<file path="config.mk">
export PLATFORM = sky130hd
export DESIGN_NAME = mem_port_arbiter_flat
export DESIGN_NICKNAME = d
export VERILOG_FILES = /design/src/rtl/mem_port_arbiter_pkg.sv /design/src/rtl/mem_port_arbiter_if.sv /design/src/rtl/mem_port_arbiter.sv /design/src/flat_wrapper.sv
export SDC_FILE = /design/constraint.sdc
export NUM_CORES = 1
export LEC_CHECK = 0
export BUFFER_PORTS_ARGS = -buffer_cell sky130_fd_sc_hd__buf_2
export CAP_MARGIN = 20
export CORE_AREA = 3 3 106 108
export CTS_BUF_LIST = sky130_fd_sc_hd__clkbuf_4 sky130_fd_sc_hd__clkbuf_8
export DETAILED_ROUTE_END_ITERATION = 6
export DIE_AREA = 0 0 109 111
export PLACE_DENSITY = 0.55
export SLEW_MARGIN = 10
export SYNTH_ARGS = -nofsm -noshare
export SYNTH_HDL_FRONTEND = slang
export SYNTH_SLANG_ARGS = --single-unit
</file>
<file path="constraint.sdc">
create_clock -name CLOCK -period 2.4 [get_ports CLOCK]
set_clock_uncertainty 0.15 [all_clocks]
set_input_delay 0.72 -clock CLOCK [delete_from_list [all_inputs] [get_ports CLOCK]]
set_output_delay 0.72 -clock CLOCK [all_outputs]
set_load 0.1 [all_outputs]
</file>
<file path="src/rtl/mem_port_arbiter_pkg.sv">
// Shared types for the IF/DM memory-port arbiter, the core and the memory model.
package mem_port_arbiter_pkg;

    // Legacy state encodings; the enum below is built on them so both views agree.
    localparam logic [2:0] S_IDLE    = 3'd0;
    localparam logic [2:0] S_REQ_IF  = 3'd1;
    localparam logic [2:0] S_REQ_DM  = 3'd2;
    localparam logic [2:0] S_WAIT_IF = 3'd3;
    localparam logic [2:0] S_WAIT_DM = 3'd4;

    typedef enum logic [2:0] {
        ARB_IDLE    = S_IDLE,
        ARB_REQ_IF  = S_REQ_IF,
        ARB_REQ_DM  = S_REQ_DM,
        ARB_WAIT_IF = S_WAIT_IF,
        ARB_WAIT_DM = S_WAIT_DM
    } arb_state_t;

    localparam int unsigned PKG_AW = 32;
    localparam int unsigned PKG_DW = 32;

    // One memory request as seen on the unified port.
    typedef struct packed {
        logic                  we;
        logic [PKG_DW/8-1:0]   be;
        logic [PKG_AW-1:0]     addr;
        logic [PKG_DW-1:0]     wdata;
    } mem_req_t;

endpackage

</file>
<file path="src/rtl/mem_port_arbiter_if.sv">
// Bundle of core-side (fetch + data) and memory-side handshake signals.
// master: the arbiter. slave: the environment (core requesters and memory).
interface mem_port_arbiter_if #(
    parameter int unsigned AW = 32,
    parameter int unsigned DW = 32
);
    // instruction fetch requester
    logic            if_req;
    logic [AW-1:0]   if_addr;
    logic            if_gnt;
    logic            if_rvalid;
    logic [DW-1:0]   if_rdata;

    // data requester
    logic            dm_req;
    logic            dm_we;
    logic [DW/8-1:0] dm_be;
    logic [AW-1:0]   dm_addr;
    logic [DW-1:0]   dm_wdata;
    logic            dm_gnt;
    logic            dm_rvalid;
    logic [DW-1:0]   dm_rdata;

    // unified memory port
    logic            mem_req;
    logic            mem_we;
    logic [DW/8-1:0] mem_be;
    logic [AW-1:0]   mem_addr;
    logic [DW-1:0]   mem_wdata;
    logic            mem_gnt;
    logic            mem_rvalid;
    logic [DW-1:0]   mem_rdata;

    modport master (
        input  if_req, if_addr,
        output if_gnt, if_rvalid, if_rdata,
        input  dm_req, dm_we, dm_be, dm_addr, dm_wdata,
        output dm_gnt, dm_rvalid, dm_rdata,
        output mem_req, mem_we, mem_be, mem_addr, mem_wdata,
        input  mem_gnt, mem_rvalid, mem_rdata
    );

    modport slave (
        output if_req, if_addr,
        input  if_gnt, if_rvalid, if_rdata,
        output dm_req, dm_we, dm_be, dm_addr, dm_wdata,
        input  dm_gnt, dm_rvalid, dm_rdata,
        input  mem_req, mem_we, mem_be, mem_addr, mem_wdata,
        output mem_gnt, mem_rvalid, mem_rdata
    );

endinterface

</file>
<file path="src/rtl/mem_port_arbiter.sv">
// Single-outstanding arbiter sharing one memory port between fetch (IF) and data (DM).
// DM wins ties unless it has been granted MAX_DM_STREAK times in a row while IF waited.
module mem_port_arbiter
    import mem_port_arbiter_pkg::*;
#(
    parameter int unsigned AW            = 32,
    parameter int unsigned DW            = 32,
    parameter int unsigned MAX_DM_STREAK = 4
) (
    input  logic               CLOCK,
    input  logic               RESET_N,
    mem_port_arbiter_if.master bus,
    output logic               PROTO_ERR
);

    localparam int unsigned     SW         = $clog2(MAX_DM_STREAK + 1);
    localparam logic [SW-1:0]   STREAK_MAX = SW'(MAX_DM_STREAK);

    arb_state_t      state_q, state_d;
    logic [SW-1:0]   streak_q, streak_d;
    logic            proto_err_q, proto_err_d;

    logic            any_req;
    arb_state_t      pick_state;

    logic            sel_req;
    logic            sel_we;
    logic [DW/8-1:0] sel_be;
    logic [AW-1:0]   sel_addr;
    logic [DW-1:0]   sel_wdata;

    // Pick rule: DM over IF, except IF once the DM streak has hit the cap.
    always_comb begin
        any_req    = bus.if_req | bus.dm_req;
        pick_state = ARB_REQ_DM;
        if (bus.if_req && (!bus.dm_req || (streak_q == STREAK_MAX))) begin
            pick_state = ARB_REQ_IF;
        end
    end

    // Memory-port mux: only the owner in REQ_x drives MEM_*, everything else reads as 0.
    always_comb begin
        sel_req   = 1'b0;
        sel_we    = 1'b0;
        sel_be    = '0;
        sel_addr  = '0;
        sel_wdata = '0;
        if (state_q == ARB_REQ_IF) begin
            sel_req  = 1'b1;
            sel_be   = '1;
            sel_addr = bus.if_addr;
        end else if (state_q == ARB_REQ_DM) begin
            sel_req   = 1'b1;
            sel_we    = bus.dm_we;
            sel_be    = bus.dm_be;
            sel_addr  = bus.dm_addr;
            sel_wdata = bus.dm_wdata;
        end
    end

    assign bus.mem_req   = sel_req;
    assign bus.mem_we    = sel_we;
    assign bus.mem_be    = sel_be;
    assign bus.mem_addr  = sel_addr;
    assign bus.mem_wdata = sel_wdata;
    assign bus.if_rdata  = bus.mem_rdata;
    assign bus.dm_rdata  = bus.mem_rdata;
    assign PROTO_ERR     = proto_err_q;

    // FSM next state, streak update, handshake pulses and protocol-error detection.
    always_comb begin
        state_d       = state_q;
        streak_d      = streak_q;
        proto_err_d   = proto_err_q;
        bus.if_gnt    = 1'b0;
        bus.dm_gnt    = 1'b0;
        bus.if_rvalid = 1'b0;
        bus.dm_rvalid = 1'b0;
        unique case (state_q)
            ARB_IDLE: begin
                if (bus.mem_rvalid) proto_err_d = 1'b1;
                if (any_req) state_d = pick_state;
            end
            ARB_REQ_IF: begin
                // a response alongside the grant is a zero-latency reply: flagged and dropped
                if (bus.mem_rvalid) proto_err_d = 1'b1;
                if (bus.mem_gnt) begin
                    bus.if_gnt = 1'b1;
                    streak_d   = '0;
                    state_d    = ARB_WAIT_IF;
                end
            end
            ARB_REQ_DM: begin
                if (bus.mem_rvalid) proto_err_d = 1'b1;
                if (bus.mem_gnt) begin
                    bus.dm_gnt = 1'b1;
                    if (!bus.if_req) begin
                        streak_d = '0;
                    end else if (streak_q != STREAK_MAX) begin
                        streak_d = streak_q + SW'(1);
                    end
                    state_d = ARB_WAIT_DM;
                end
            end
            ARB_WAIT_IF: begin
                if (bus.mem_rvalid) begin
                    bus.if_rvalid = 1'b1;
                    state_d       = any_req ? pick_state : ARB_IDLE;
                end
            end
            ARB_WAIT_DM: begin
                if (bus.mem_rvalid) begin
                    bus.dm_rvalid = 1'b1;
                    state_d       = any_req ? pick_state : ARB_IDLE;
                end
            end
            default: state_d = ARB_IDLE;
        endcase
    end

    // State registers with asynchronous active-low reset.
    always_ff @(posedge CLOCK or negedge RESET_N) begin
        if (!RESET_N) begin
            state_q     <= ARB_IDLE;
            streak_q    <= '0;
            proto_err_q <= 1'b0;
        end else begin
            state_q     <= state_d;
            streak_q    <= streak_d;
            proto_err_q <= proto_err_d;
        end
    end

endmodule

</file>
<file path="src/flat_wrapper.sv">
// flat-port wrapper written by rule: the top's interface ports become plain ports
module mem_port_arbiter_flat import mem_port_arbiter_pkg::*;
#(
    parameter int unsigned AW            = 32,
    parameter int unsigned DW            = 32,
    parameter int unsigned MAX_DM_STREAK = 4
)
  (CLOCK, RESET_N, PROTO_ERR, bus_if_req, bus_if_addr, bus_if_gnt, bus_if_rvalid, bus_if_rdata, bus_dm_req, bus_dm_we, bus_dm_be, bus_dm_addr, bus_dm_wdata, bus_dm_gnt, bus_dm_rvalid, bus_dm_rdata, bus_mem_req, bus_mem_we, bus_mem_be, bus_mem_addr, bus_mem_wdata, bus_mem_gnt, bus_mem_rvalid, bus_mem_rdata);
  mem_port_arbiter_if #(.AW(AW), .DW(DW)) bus_i ();
  input  logic CLOCK;
  input  logic RESET_N;
  output logic PROTO_ERR;
  input wire logic [$bits(bus_i.if_req)-1:0] bus_if_req;
  input wire logic [$bits(bus_i.if_addr)-1:0] bus_if_addr;
  output wire logic [$bits(bus_i.if_gnt)-1:0] bus_if_gnt;
  output wire logic [$bits(bus_i.if_rvalid)-1:0] bus_if_rvalid;
  output wire logic [$bits(bus_i.if_rdata)-1:0] bus_if_rdata;
  input wire logic [$bits(bus_i.dm_req)-1:0] bus_dm_req;
  input wire logic [$bits(bus_i.dm_we)-1:0] bus_dm_we;
  input wire logic [$bits(bus_i.dm_be)-1:0] bus_dm_be;
  input wire logic [$bits(bus_i.dm_addr)-1:0] bus_dm_addr;
  input wire logic [$bits(bus_i.dm_wdata)-1:0] bus_dm_wdata;
  output wire logic [$bits(bus_i.dm_gnt)-1:0] bus_dm_gnt;
  output wire logic [$bits(bus_i.dm_rvalid)-1:0] bus_dm_rvalid;
  output wire logic [$bits(bus_i.dm_rdata)-1:0] bus_dm_rdata;
  output wire logic [$bits(bus_i.mem_req)-1:0] bus_mem_req;
  output wire logic [$bits(bus_i.mem_we)-1:0] bus_mem_we;
  output wire logic [$bits(bus_i.mem_be)-1:0] bus_mem_be;
  output wire logic [$bits(bus_i.mem_addr)-1:0] bus_mem_addr;
  output wire logic [$bits(bus_i.mem_wdata)-1:0] bus_mem_wdata;
  input wire logic [$bits(bus_i.mem_gnt)-1:0] bus_mem_gnt;
  input wire logic [$bits(bus_i.mem_rvalid)-1:0] bus_mem_rvalid;
  input wire logic [$bits(bus_i.mem_rdata)-1:0] bus_mem_rdata;
  assign bus_i.if_req = bus_if_req;
  assign bus_i.if_addr = bus_if_addr;
  assign bus_if_gnt = bus_i.if_gnt;
  assign bus_if_rvalid = bus_i.if_rvalid;
  assign bus_if_rdata = bus_i.if_rdata;
  assign bus_i.dm_req = bus_dm_req;
  assign bus_i.dm_we = bus_dm_we;
  assign bus_i.dm_be = bus_dm_be;
  assign bus_i.dm_addr = bus_dm_addr;
  assign bus_i.dm_wdata = bus_dm_wdata;
  assign bus_dm_gnt = bus_i.dm_gnt;
  assign bus_dm_rvalid = bus_i.dm_rvalid;
  assign bus_dm_rdata = bus_i.dm_rdata;
  assign bus_mem_req = bus_i.mem_req;
  assign bus_mem_we = bus_i.mem_we;
  assign bus_mem_be = bus_i.mem_be;
  assign bus_mem_addr = bus_i.mem_addr;
  assign bus_mem_wdata = bus_i.mem_wdata;
  assign bus_i.mem_gnt = bus_mem_gnt;
  assign bus_i.mem_rvalid = bus_mem_rvalid;
  assign bus_i.mem_rdata = bus_mem_rdata;
  mem_port_arbiter #(.AW(AW), .DW(DW), .MAX_DM_STREAK(MAX_DM_STREAK)) u_core (.CLOCK(CLOCK), .RESET_N(RESET_N), .bus(bus_i), .PROTO_ERR(PROTO_ERR));
endmodule
</file>
==> results.yml <==
run_status:
  outcome: "complete, but fails checks"
  violations: "negative setup slack"
die:
  rows: 37
  coreArea_sq_mm: 0.01032
  die_h_um: 111
  die_w_um: 109
  die_area_sq_mm: 0.01210
  initial_core_util_pct: 15.32
  num_io_pins: 278
setup_path:
  crit_required_ns: 1.53
  worstSetupPathType: "reg2out"
  critPathArrivalTime_ns: 1.60
  critPathLaunchType: "flip-flop"
  cp-end-kind: "output pin"
  crit_path_max_fanout: 13
sta:
  max_freq_ghz: 0.4041
  timing.slew.headroom_pct: 67.89
  final_hold_viol_count: 0
  worst_pin_slew_ns: 0.4850
  rsz0062_at_grt: "true"
  final.min_clock_period_ns: 2.475
  drv_slew: 0
  setup_slack_ns: -0.07463
  period_share_pct: 103.1
  finalSetupViolCount: 61
synthesis:
  syn_area_sq_mm: 0.001582
  synth_edf_count: 0
  ys_ff_latch: 7
  netlist_instances: 209
  synth_nets: 350
  ys.flop_type: "dfrtp_1"
  ys_types: 36
  synth_warnings: 0
  avgSynthCellArea_sq_um: 7.567
  async_flop_share_pct: 100.0
  synth_seq_area_share_pct: 11.08
clocking:
  clk_pin_slew_ns: 0.04
  cts.sinks: 7
  cts-root-buf: "clkbuf_8"
  cts_tree: "yes"
  htreeDepth: 1
  cts.path.max_buffers: 2
  cts_buffers: 3
  cts_hold_buf: 0
  clock_latency_ns: 0.23
finish:
  drive_gt1_share_pct: 85.16
  diodes: 0
  final_net_count: 479
  final_core_util_pct: 36.88
  area_growth_pct: 140.7
detailed_routing:
  ant_nets: 0
  dr.pass1.iters: 4
  totalWireLength_mm: 7.834
  drtIter0Drc: 101
  num_vias: 1925
  vias_per_cell: 4.070
  drc: 0
  wl_per_cell_um: 16.56
global_routing:
  grt_pass1_vias: 1950
  gr-usage-all-layers_pct: 11.25
  grt-ovfl-total: 0
  grt_max_degree: 37
  grt_pass1_wl_mm: 10.71
  antenna_found_initial: 0
flow_run:
  maxCapViolCount: 0
place:
  dp_hpwl_mm: 5.890
  port-buffer-count: 181
  place_congestion: 0.8660
hold_path:
  hold_path.class: "in2async"
==> cells in the mapped netlist, types with 2 or more instances <==
library cell,instances,share of area [%]
o21ai_1,2,0.63
buf_4,66,31
and3_1,2,0.79
dfrtp_1,7,11
o21a_1,4,1.9
inv_1,6,1.4
a21oi_1,5,1.6
and2_1,33,13
ha_1,2,1.6
nor2_1,6,1.4
a22o_1,32,18
buf_2,11,3.5
nor3_1,3,0.95
nand2_1,8,1.9
==> repair_timing <==
item	in CTS	in global routing
endpoints found under the hold margin	0	0
endpoints found under the setup margin	69	70
setup buffers	4	1
pin swaps	16	10
resized for setup	25	20
gates cloned	3	5
==> layout make-up <==
| type | count | area, sq um |
|---|---|---|
| Fill cell | 1018 | 6516 |
| Timing Repair Buffer | 202 | 2352 |
| Multi-Input combinational cell | 117 | 1030 |
| Sequential cell | 7 | 177.7 |
| Tap cell | 136 | 170.2 |
| Clock buffer | 4 | 48.80 |
| Inverter | 7 | 28.78 |
==> kinds of logic (layout without fill, tap and decap cells) <==
kind of cell             after synthesis  after routing  share of synthesized area, %
AO/OA/AOI/OAI                         53             53                         26.58
AND/OR/NAND/NOR                       60             60                         22.47
adder cells (fa/ha/maj)                2              2                         1.582
buffers and inverters                 85            213                         37.18
flip-flops                             7              7                         11.08
XOR/XNOR                               2              2                         1.108
==> stage by stage <==
stage | TNS, ns | cells | hold slack [ns] | cell area [sq um] | setup WS [ns]
floorplan | -1.105 | 209 | 0.2744 | 1722 | -0.2288
global route | -6.511 | 473 | 0.1725 | 3807 | -0.1357
CTS | -3.226 | 467 | 0.1708 | 3666 | -0.07342
detailed placement | 0 | 456 | 0.3116 | 3452 | 0.09205
global placement | 0 | 456 | 0.3242 | 3452 | 0.1401
finish | -2.496 | 473 | 0.1659 | 3807 | -0.07463
==> state kept, by name, summed over array words and instances, names as in the netlist <==
signal and count:
u_core.PROTO_ERR 1, u_core.state_q 3, u_core.streak_q 3
==> final timing paths <==
path | startpoint | to | slack, ns | cells after the start
max in group asynchronous | RESET_N | u_core.state_q[0] | 1.75 | 1
min in group CLOCK | u_core.PROTO_ERR | u_core.PROTO_ERR | 0.33 | 1
setup / recovery | u_core.state_q[2] | bus_mem_addr[5] | -0.07 | 6
hold reg to reg | u_core.PROTO_ERR | u_core.PROTO_ERR | 0.33 | 1
hold / removal | RESET_N | u_core.PROTO_ERR | 0.17 | 1
setup reg to reg | u_core.state_q[2] | u_core.streak_q[0] | 0.80 | 7
==> cell usage in the layout (no fill, tap or decap), types with 3 or more instances in the layout <==
cell and count:
nand2_1 8, buf_4 8, buf_2 107, inv_1 6, nor2_4 3, dfrtp_1 5, buf_12 78, clkbuf_16 3
clkbuf_8 3, a22o_2 30, o21a_4 4, and2_4 33, buf_16 3, a21oi_1 5
==> worst max-delay path, stage by stage (launching register included) <==
cell	delay, ns
dfrtp_1	0.39
nand2b_4	0.16
nor2_4	0.14
buf_12	0.18
buf_16	0.15
a22o_2	0.17
buf_12	0.17
==> layer usage <==
layer  GRT usage [%]  up-vias  routed length, um
li1                -      912                  -
met1           12.90      882               2939
met2           20.19      119               3980
met3           3.436       12                809
met4           2.357        0                104
met5               0        -                  0
Power is left out: the tool's default activity adds up to more than one toggle a clock period on the data nets, which glitch-free logic cannot reach.
